--- config.mk ---
export PLATFORM = sky130hd
export DESIGN_NAME = pe_win3x3_feeder_flat
export DESIGN_NICKNAME = d
export VERILOG_FILES = /design/src/rtl/pe_win3x3_feeder_if.sv /design/src/rtl/pe_win3x3_feeder.sv /design/src/flat_wrapper.sv
export SDC_FILE = /design/constraint.sdc
export NUM_CORES = 2
export LEC_CHECK = 0
export CELL_PAD_IN_SITES_DETAIL_PLACEMENT = 0
export CELL_PAD_IN_SITES_GLOBAL_PLACEMENT = 2
export CORE_MARGIN = 10
export CORE_UTILIZATION = 46
export CTS_CLUSTER_SIZE = 14
export DETAILED_ROUTE_END_ITERATION = 7
export PLACE_DENSITY_LB_ADDON = 0.25
export SETUP_SLACK_MARGIN = 0.2
export SYNTH_ARGS = -nofsm -noshare
export SYNTH_HDL_FRONTEND = slang
export SYNTH_SLANG_ARGS = --single-unit
--- constraint.sdc ---
create_clock -name clk -period 8.9 [get_ports clk]
set_clock_uncertainty 0.15 [all_clocks]
set_input_delay 1.78 -clock clk [delete_from_list [all_inputs] [get_ports clk]]
set_output_delay 1.78 -clock clk [all_outputs]
set_load 0.005 [all_outputs]
--- src/rtl/pe_win3x3_feeder_if.sv ---
// Pixel-stream and 3x3 window row ports between the feature-map source, the
// window feeder and the PE array.
interface pe_win3x3_feeder_if #(
  parameter int DW = 32
);
  logic            frame_start;
  logic            din_valid;
  logic [DW-1:0]   din;
  logic            win0_valid;
  logic            win1_valid;
  logic            win2_valid;
  logic [3*DW-1:0] win0_data3;
  logic [3*DW-1:0] win1_data3;
  logic [3*DW-1:0] win2_data3;
  logic            frame_done;

  modport master (
    output frame_start, din_valid, din,
    input  win0_valid, win1_valid, win2_valid,
    input  win0_data3, win1_data3, win2_data3, frame_done
  );

  modport slave (
    input  frame_start, din_valid, din,
    output win0_valid, win1_valid, win2_valid,
    output win0_data3, win1_data3, win2_data3, frame_done
  );
endinterface

--- src/rtl/pe_win3x3_feeder.sv ---
// 3x3 window feeder for the PE array: two line buffers plus per-row taps, with
// row 1/2 staggered by PE_LAT. Define WIN_STRIDE2_EN for stride-2 windows.
module pe_win3x3_feeder #(
  parameter int EXPONENT = 8,
  parameter int MANTISSA = 23,
  parameter int IMG_W    = 14,
  parameter int IMG_H    = 14,
  parameter int PE_LAT   = 6
) (
  input  logic               clk,
  input  logic               rst_n,
  pe_win3x3_feeder_if.slave  bus
);
  localparam int DW = 1 + EXPONENT + MANTISSA;
  localparam int CW = $clog2(IMG_W);
  localparam int RW = $clog2(IMG_H);
  localparam logic [CW-1:0] COL_LAST = CW'(IMG_W - 1);
  localparam logic [RW-1:0] ROW_LAST = RW'(IMG_H - 1);

  logic [CW-1:0]   col, col_eff;
  logic [RW-1:0]   row, row_eff;
  logic            at_last, fire, frame_done_r;
  logic [DW-1:0]   lb0 [IMG_W];
  logic [DW-1:0]   lb1 [IMG_W];
  logic [DW-1:0]   up2, up1;
  logic [2*DW-1:0] sh0, sh1, sh2;

  logic            v0;
  logic [3*DW-1:0] d0;
  logic [PE_LAT:0]   v1;
  logic [3*DW-1:0]   d1 [PE_LAT+1];
  logic [2*PE_LAT:0] v2;
  logic [3*DW-1:0]   d2 [2*PE_LAT+1];

  // frame_start makes the concurrent pixel land at (0,0)
  assign col_eff = bus.frame_start ? '0 : col;
  assign row_eff = bus.frame_start ? '0 : row;
  assign up2     = lb0[col_eff];
  assign up1     = lb1[col_eff];
  assign at_last = (row == ROW_LAST) && (col == COL_LAST);

`ifdef WIN_STRIDE2_EN
  assign fire = bus.din_valid && (row_eff >= RW'(2)) && (col_eff >= CW'(2))
                && !row_eff[0] && !col_eff[0];
`else
  assign fire = bus.din_valid && (row_eff >= RW'(2)) && (col_eff >= CW'(2));
`endif

  always_ff @(posedge clk or negedge rst_n) begin
    if (!rst_n) begin
      col          <= '0;
      row          <= '0;
      frame_done_r <= 1'b0;
    end else begin
      frame_done_r <= bus.din_valid && at_last;
      if (bus.din_valid) begin
        if (col_eff == COL_LAST) begin
          col <= '0;
          row <= (row_eff == ROW_LAST) ? '0 : row_eff + RW'(1);
        end else begin
          col <= col_eff + CW'(1);
          row <= row_eff;
        end
      end else if (bus.frame_start) begin
        col <= '0;
        row <= '0;
      end
    end
  end

  // Line buffers and column taps are not reset; windows only fire once the
  // current frame has refilled rows r-2..r.
  always_ff @(posedge clk) begin
    if (bus.din_valid) begin
      lb0[col_eff] <= up1;
      lb1[col_eff] <= bus.din;
      sh0          <= {sh0[DW-1:0], up2};
      sh1          <= {sh1[DW-1:0], up1};
      sh2          <= {sh2[DW-1:0], bus.din};
    end
  end

  // Each stage loads data only when its predecessor is valid, so outputs hold
  // between windows.
  always_ff @(posedge clk or negedge rst_n) begin
    if (!rst_n) begin
      v0 <= 1'b0;
      d0 <= '0;
      v1 <= '0;
      v2 <= '0;
      for (int i = 0; i <= PE_LAT; i++) d1[i] <= '0;
      for (int i = 0; i <= 2*PE_LAT; i++) d2[i] <= '0;
    end else begin
      v0    <= fire;
      v1[0] <= fire;
      v2[0] <= fire;
      if (fire) begin
        d0    <= {sh0, up2};
        d1[0] <= {sh1, up1};
        d2[0] <= {sh2, bus.din};
      end
      for (int i = 1; i <= PE_LAT; i++) begin
        v1[i] <= v1[i-1];
        if (v1[i-1]) d1[i] <= d1[i-1];
      end
      for (int i = 1; i <= 2*PE_LAT; i++) begin
        v2[i] <= v2[i-1];
        if (v2[i-1]) d2[i] <= d2[i-1];
      end
    end
  end

  assign bus.win0_valid = v0;
  assign bus.win0_data3 = d0;
  assign bus.win1_valid = v1[PE_LAT];
  assign bus.win1_data3 = d1[PE_LAT];
  assign bus.win2_valid = v2[2*PE_LAT];
  assign bus.win2_data3 = d2[2*PE_LAT];
  assign bus.frame_done = frame_done_r;
endmodule

--- src/flat_wrapper.sv ---
// flat-port wrapper written by rule: the top's interface ports become plain ports
module pe_win3x3_feeder_flat 
#(
  parameter int EXPONENT = 8,
  parameter int MANTISSA = 23,
  parameter int IMG_W    = 14,
  parameter int IMG_H    = 14,
  parameter int PE_LAT   = 6
)
  (clk, rst_n, bus_frame_start, bus_din_valid, bus_din, bus_win0_valid, bus_win1_valid, bus_win2_valid, bus_win0_data3, bus_win1_data3, bus_win2_data3, bus_frame_done);
  pe_win3x3_feeder_if #(.DW((1 + (8) + (23)))) bus_i ();
  input  logic clk;
  input  logic rst_n;
  input wire logic [$bits(bus_i.frame_start)-1:0] bus_frame_start;
  input wire logic [$bits(bus_i.din_valid)-1:0] bus_din_valid;
  input wire logic [$bits(bus_i.din)-1:0] bus_din;
  output wire logic [$bits(bus_i.win0_valid)-1:0] bus_win0_valid;
  output wire logic [$bits(bus_i.win1_valid)-1:0] bus_win1_valid;
  output wire logic [$bits(bus_i.win2_valid)-1:0] bus_win2_valid;
  output wire logic [$bits(bus_i.win0_data3)-1:0] bus_win0_data3;
  output wire logic [$bits(bus_i.win1_data3)-1:0] bus_win1_data3;
  output wire logic [$bits(bus_i.win2_data3)-1:0] bus_win2_data3;
  output wire logic [$bits(bus_i.frame_done)-1:0] bus_frame_done;
  assign bus_i.frame_start = bus_frame_start;
  assign bus_i.din_valid = bus_din_valid;
  assign bus_i.din = bus_din;
  assign bus_win0_valid = bus_i.win0_valid;
  assign bus_win1_valid = bus_i.win1_valid;
  assign bus_win2_valid = bus_i.win2_valid;
  assign bus_win0_data3 = bus_i.win0_data3;
  assign bus_win1_data3 = bus_i.win1_data3;
  assign bus_win2_data3 = bus_i.win2_data3;
  assign bus_frame_done = bus_i.frame_done;
  pe_win3x3_feeder #(.EXPONENT(EXPONENT), .MANTISSA(MANTISSA), .IMG_W(IMG_W), .IMG_H(IMG_H), .PE_LAT(PE_LAT)) u_core (.clk(clk), .rst_n(rst_n), .bus(bus_i));
endmodule
Word-level counts from Yosys, hierarchy flattened. Memories as Yosys holds them, arrays and structs flattened. Index checks and enable logic that the tools add are counted.

Bits of input ports: 36. Register bits: 2238. Output and inout port bits: 292. Memories: 2. Word-level logic and storage cells: 53. Bits in writable memories: 896.

Memory list: u_core.lb0 (words 14, width 32, rd ports 1, clocked after Yosys merged registers in 0, write ports 1, RTL line pe_win3x3_feeder.sv:23) `logic [DW-1:0] lb0 [IMG_W];`; u_core.lb1 (words 14, width 32, rd ports 1, clocked after Yosys merged registers in 0, write ports 1, RTL line pe_win3x3_feeder.sv:24) `logic [DW-1:0] lb1 [IMG_W];`.

Multiplexer cells: 9. Reductions and logical operators: 4. Eq/ne operators: 4. Add/subtract/negate cells: 2. Order comparisons: 2.

Operators with widths (count): 4-bit two-way mux (7); 4-bit equality test (second input constant) (4); 4-bit by 1-bit adder with 4-bit output (second input constant) (2); 4-bit by 2-bit greater-or-equal comparator with 1-bit output (second input constant) (2); 1-bit logical AND (4); 1-bit two-way mux (2).

Longest topological paths before layout.
Word-level depth: 5. Depth in mapped cells: 10. Mapped depth without buffers: 6.

Worst setup path after synthesis. Ideal clock, no wire load.

Path kind: input -> register. From: in bus_frame_start. To: mem u_core.lb0[1][0] (enable). Setup time: 0.644 ns. Data required time: 8.106 ns. Stages on the path: 5. Setup slack: -0.546 ns. Arrival time: 8.652 ns. Path buffers: 4. Cells stage by stage: buf_4 > buf_2 > buf_1 > clkbuf_1 > nor4_1.

Cells in the longest elaborated chain, start to end: 1.

Ends and longest elaborated chain: start: declaration (RTL line flat_wrapper.sv:14) `input wire logic [$bits(bus_i.frame_start)-1:0] bus_frame_start;`; 4-bit two-way mux; end: declaration (RTL line pe_win3x3_feeder.sv:23).

No other way between the ends.

Worst setup path after layout.
From: reg u_core.col[0]. To: reg u_core.d1[585] (netlist bit).

Elaborated cells on any way between the ends: 4. Classes of those cells: order compare (1); mux (1); reduce/logical (1); memory (1).

RTL lines: start: declaration (RTL line pe_win3x3_feeder.sv:20) `logic [CW-1:0] col, col_eff;`; start signal: assignment (RTL line pe_win3x3_feeder.sv:61) `col <= col_eff + CW'(1);`; 4-bit two-way mux; memory 14 x 32 bit; net u_core.up1[9] (RTL line pe_win3x3_feeder.sv:25) `logic [DW-1:0] up2, up1;`; end signal: indexed assignment (RTL line pe_win3x3_feeder.sv:104) `if (v1[i-1]) d1[i] <= d1[i-1];`; end: declaration (RTL line pe_win3x3_feeder.sv:31) `logic [3*DW-1:0] d1 [PE_LAT+1];`.

The timed path passes the listed nets, and every way through them passes these cells. A chain may end at the register's enable or synchronous reset.

==> impl_metrics.yaml <==
synth:
  synth_compound_area_share_pct: 2.71
  synthMuxAreaShare_pct: 19.2
  synth_edf_count: 1088
  synthXorXnorAreaFrac_pct: 0.0150
  yosys.area_share.adder_pct: 0
  ys_async_sr_fraction_pct: 65.2
  synth.yosys.seq_area_share_pct: 71.8
  netlist_area_um2: 117000
  synth.avg_cell_area_um2: 16.2
  synth-seq-cells: 3126
  synth_top_family_by_area: "multiplexers"
  synth_nets: 7252
  ys_warn_count: 0
  netlist_instances: 7216
  yosys.area_share.simple_pct: 3.72
  yosys_most_used_dff: "dfrtp_1"
  synthDistinctLibCells: 61
sta:
  finalHoldViolations: 0
  worst_pin_slew_ns: 1.46
  finalSetupViolCount: 0
  fin_crit_ns: 4.98
  drv_slew: 0
  max_freq_ghz: 0.201
  rsz0062_at_grt: "no"
  tns_ns: 0
  max_slew_margin_pct: 2.46
  period_share_pct: 55.9
hold_path:
  hold_class: "flop to flop"
  hold-path-cell-count: 0
  min-delay-start: "u_core.sh0[31]$_DFFE_PP_"
  hold_end: "u_core.sh0[63]$_DFFE_PP_"
floorplan:
  dieArea_um2: 274000
  core_area_um2: 252000
  num_rows: 184
  initial_core_util_pct: 46.3
  die-height_um: 523
  die_w_um: 523
  ios: 328
setup_path:
  rrSetupSlack_ns: 3.92
  critical_path_required_ns: 9.56
  critPathLaunchType: "flop"
  crit_type: "flop to flop"
  r2r_end: "u_core.d1[585]$_DFFE_PN0P_"
  end_kind: "flop"
  crit_arrival_ns: 5.64
  critPathMaxFanout: 147
  ff2ff_path_depth: 7
  r2r_start: "u_core.col[0]$_DFF_PN0_"
detailed_routing:
  drc: 0
  first_iter_violations: 4269
  ant_nets: 0
  routed_wl_um: 262000
  dr.pass1.iters: 8
  wl_per_cell_um: 23.7
  routed_via_density: 5.41
  num_vias: 59800
grt:
  antenna_found_initial: 32
  met3_usage_pct: 3.37
  grt_usage_pct: 18.9
  met1_usage_pct: 26.8
  grt_max_degree: 173
  grt_util_met2_pct: 30.4
  grt.busiest_layer: "met2"
  grt_pass1_wl_um: 401000
  globalRouteOverflowTotal: 0
  grt_pass1_vias: 62400
placed_design:
  gp_congestion: 0.788
  dp_hpwl_um: 154000
  place_area_um2: 122000
  port-buffer-count: 327
cells_and_area:
  drive_gt1_share_pct: 32.7
  layout_common_cells: "dfrtp_1 (2024), mux2_2 (1873), edfxtp_1 (1088)"
  area_growth_pct: 14.1
  fin_nets: 7468
  seqCellArea_um2: 83700
  multi_input_area_um2: 30100
  fillCellCount: 20700
  mostFrequentLayoutCell: "dfrtp_1"
  design_area_um2: 133000
clock_network:
  cts_hold_buf: 0
  cts_buffer_depth: 4
  cts_setup_buffers: 0
  clk_pin_slew_worst_paths_ns: 0.06
  cts_htree_levels: 5
  cts_root_buf: "clkbuf_16"
  cts_tree: "done"
  clock-sinks: 3126
  cts_buffers: 340
  cts_resized: 0
  clk_latency_ns: 0.93
run:
  cap_viol_max_count: 0
power:
  pwr_density_cell_nw_per_um2: 224
  p_leak_uw: 0.0593
  finalPower_uw: 29800
  ir_drop_mv: 0.189
status:
  status: "complete, no violations"
[worst max path at each step]
stage | start | to
finish | u_core.col[0]$_DFF_PN0_ | u_core.d1[585]$_DFFE_PN0P_
global route | u_core.col[0]$_DFF_PN0_ | u_core.d1[585]$_DFFE_PN0P_
CTS | u_core.col[0]$_DFF_PN0_ | u_core.d1[585]$_DFFE_PN0P_
detailed placement | bus_frame_start | u_core.lb1[12][26]$_DFFE_PP_
global placement | bus_frame_start | u_core.lb1[12][26]$_DFFE_PP_
floorplan | bus_frame_start | u_core.lb0[6][0]$_DFFE_PP_
[registers in the layout, summed over array words and instances (netlist names)]
register,flops
u_core.v1,6
u_core.row,4
u_core.bus.win2_data3,96
u_core.v2,7
u_core.d1,576
u_core.lb1,448
u_core.d2,1152
u_core.lb0,448
u_core.bus.frame_done,1
u_core.bus.win0_data3,96
u_core.col,4
u_core.sh2,64
u_core.sh1,64
u_core.sh0,64
u_core.bus.win1_data3,96
[Yosys cell counts (all sizes together) (3+ instances only)]
library cell / instances / share of area [%]
nand2b: 3 / 0.016
or3b: 3 / 0.023
a222oi: 12 / 0.10
nand4: 23 / 0.12
nor2: 88 / 0.29
o21a: 9 / 0.058
nand2: 849 / 2.7
nor3: 8 / 0.048
a32o: 18 / 0.15
a31oi: 19 / 0.10
edfxtp: 1088 / 28
a221oi: 20 / 0.15
clkbuf: 275 / 0.89
nor2b: 11 / 0.059
a22oi: 105 / 0.68
and3: 11 / 0.059
mux2i: 123 / 1.1
o22ai: 14 / 0.075
inv: 6 / 0.019
or4: 20 / 0.13
o21ai: 38 / 0.16
nand3: 32 / 0.14
buf: 294 / 1.7
dfrtp: 2038 / 44
mux2: 1873 / 18
a21oi: 118 / 0.51
a21o: 17 / 0.11
a22o: 23 / 0.17
o2bb2ai: 35 / 0.26
a211oi: 13 / 0.084
[per-stage QoR]
stage	hold WS (ns)	setup slack, ns	util, %	cells
finish	0.275	3.92	52.8	11000
global route	0.299	3.74	52.8	11000
CTS	0.276	3.93	52.8	11000
detailed placement	0.271	3.14	48.6	10400
global placement	0.269	3.20	48.6	10400
floorplan	0.202	0.938	-	7216
[logic make-up after synthesis]
logic type	Yosys count
DFF	3126
muxes	1998
and+or+nand+nor	1062
buffers and inverters	575
AOI/OAI and AO/OA	453
xor gates and xnor gates	2
[layer usage]
layer  share of wire, %  up-vias
li1                   -    26300
met1                 45    31600
met2                 47     1428
met3                5.7      427
met4                2.4       10
met5              0.029        -
[report_power, final]
group	switching (uW)	total, uW	internal, uW
Clock	5490	13400	7940
Sequential	141	15300	15200
Combinational	758	1020	264
Total	6390	29800	23400
[worst max-delay path, cell delays in order (launching register included)]
cell and delay, ns:
dfrtp_4 1.13, buf_12 0.55, buf_4 0.75, mux2_2 0.41, a22oi_1 0.14, a21oi_1 0.09, or4_1 0.88, mux2_2 0.41
[final cells by class]
cell class | instances | share of cell area (%)
Timing Repair Buffer | 443 | 3.28
Clock buffer | 487 | 7.24
Multi-Input combinational cell | 3515 | 22.6
Tap cell | 3348 | 3.15
Clock inverter | 111 | 0.747
Inverter | 6 | 0.0226
Antenna cell | 11 | 0.0207
Sequential cell | 3126 | 62.9
Power figures use the tool's default switching activity.
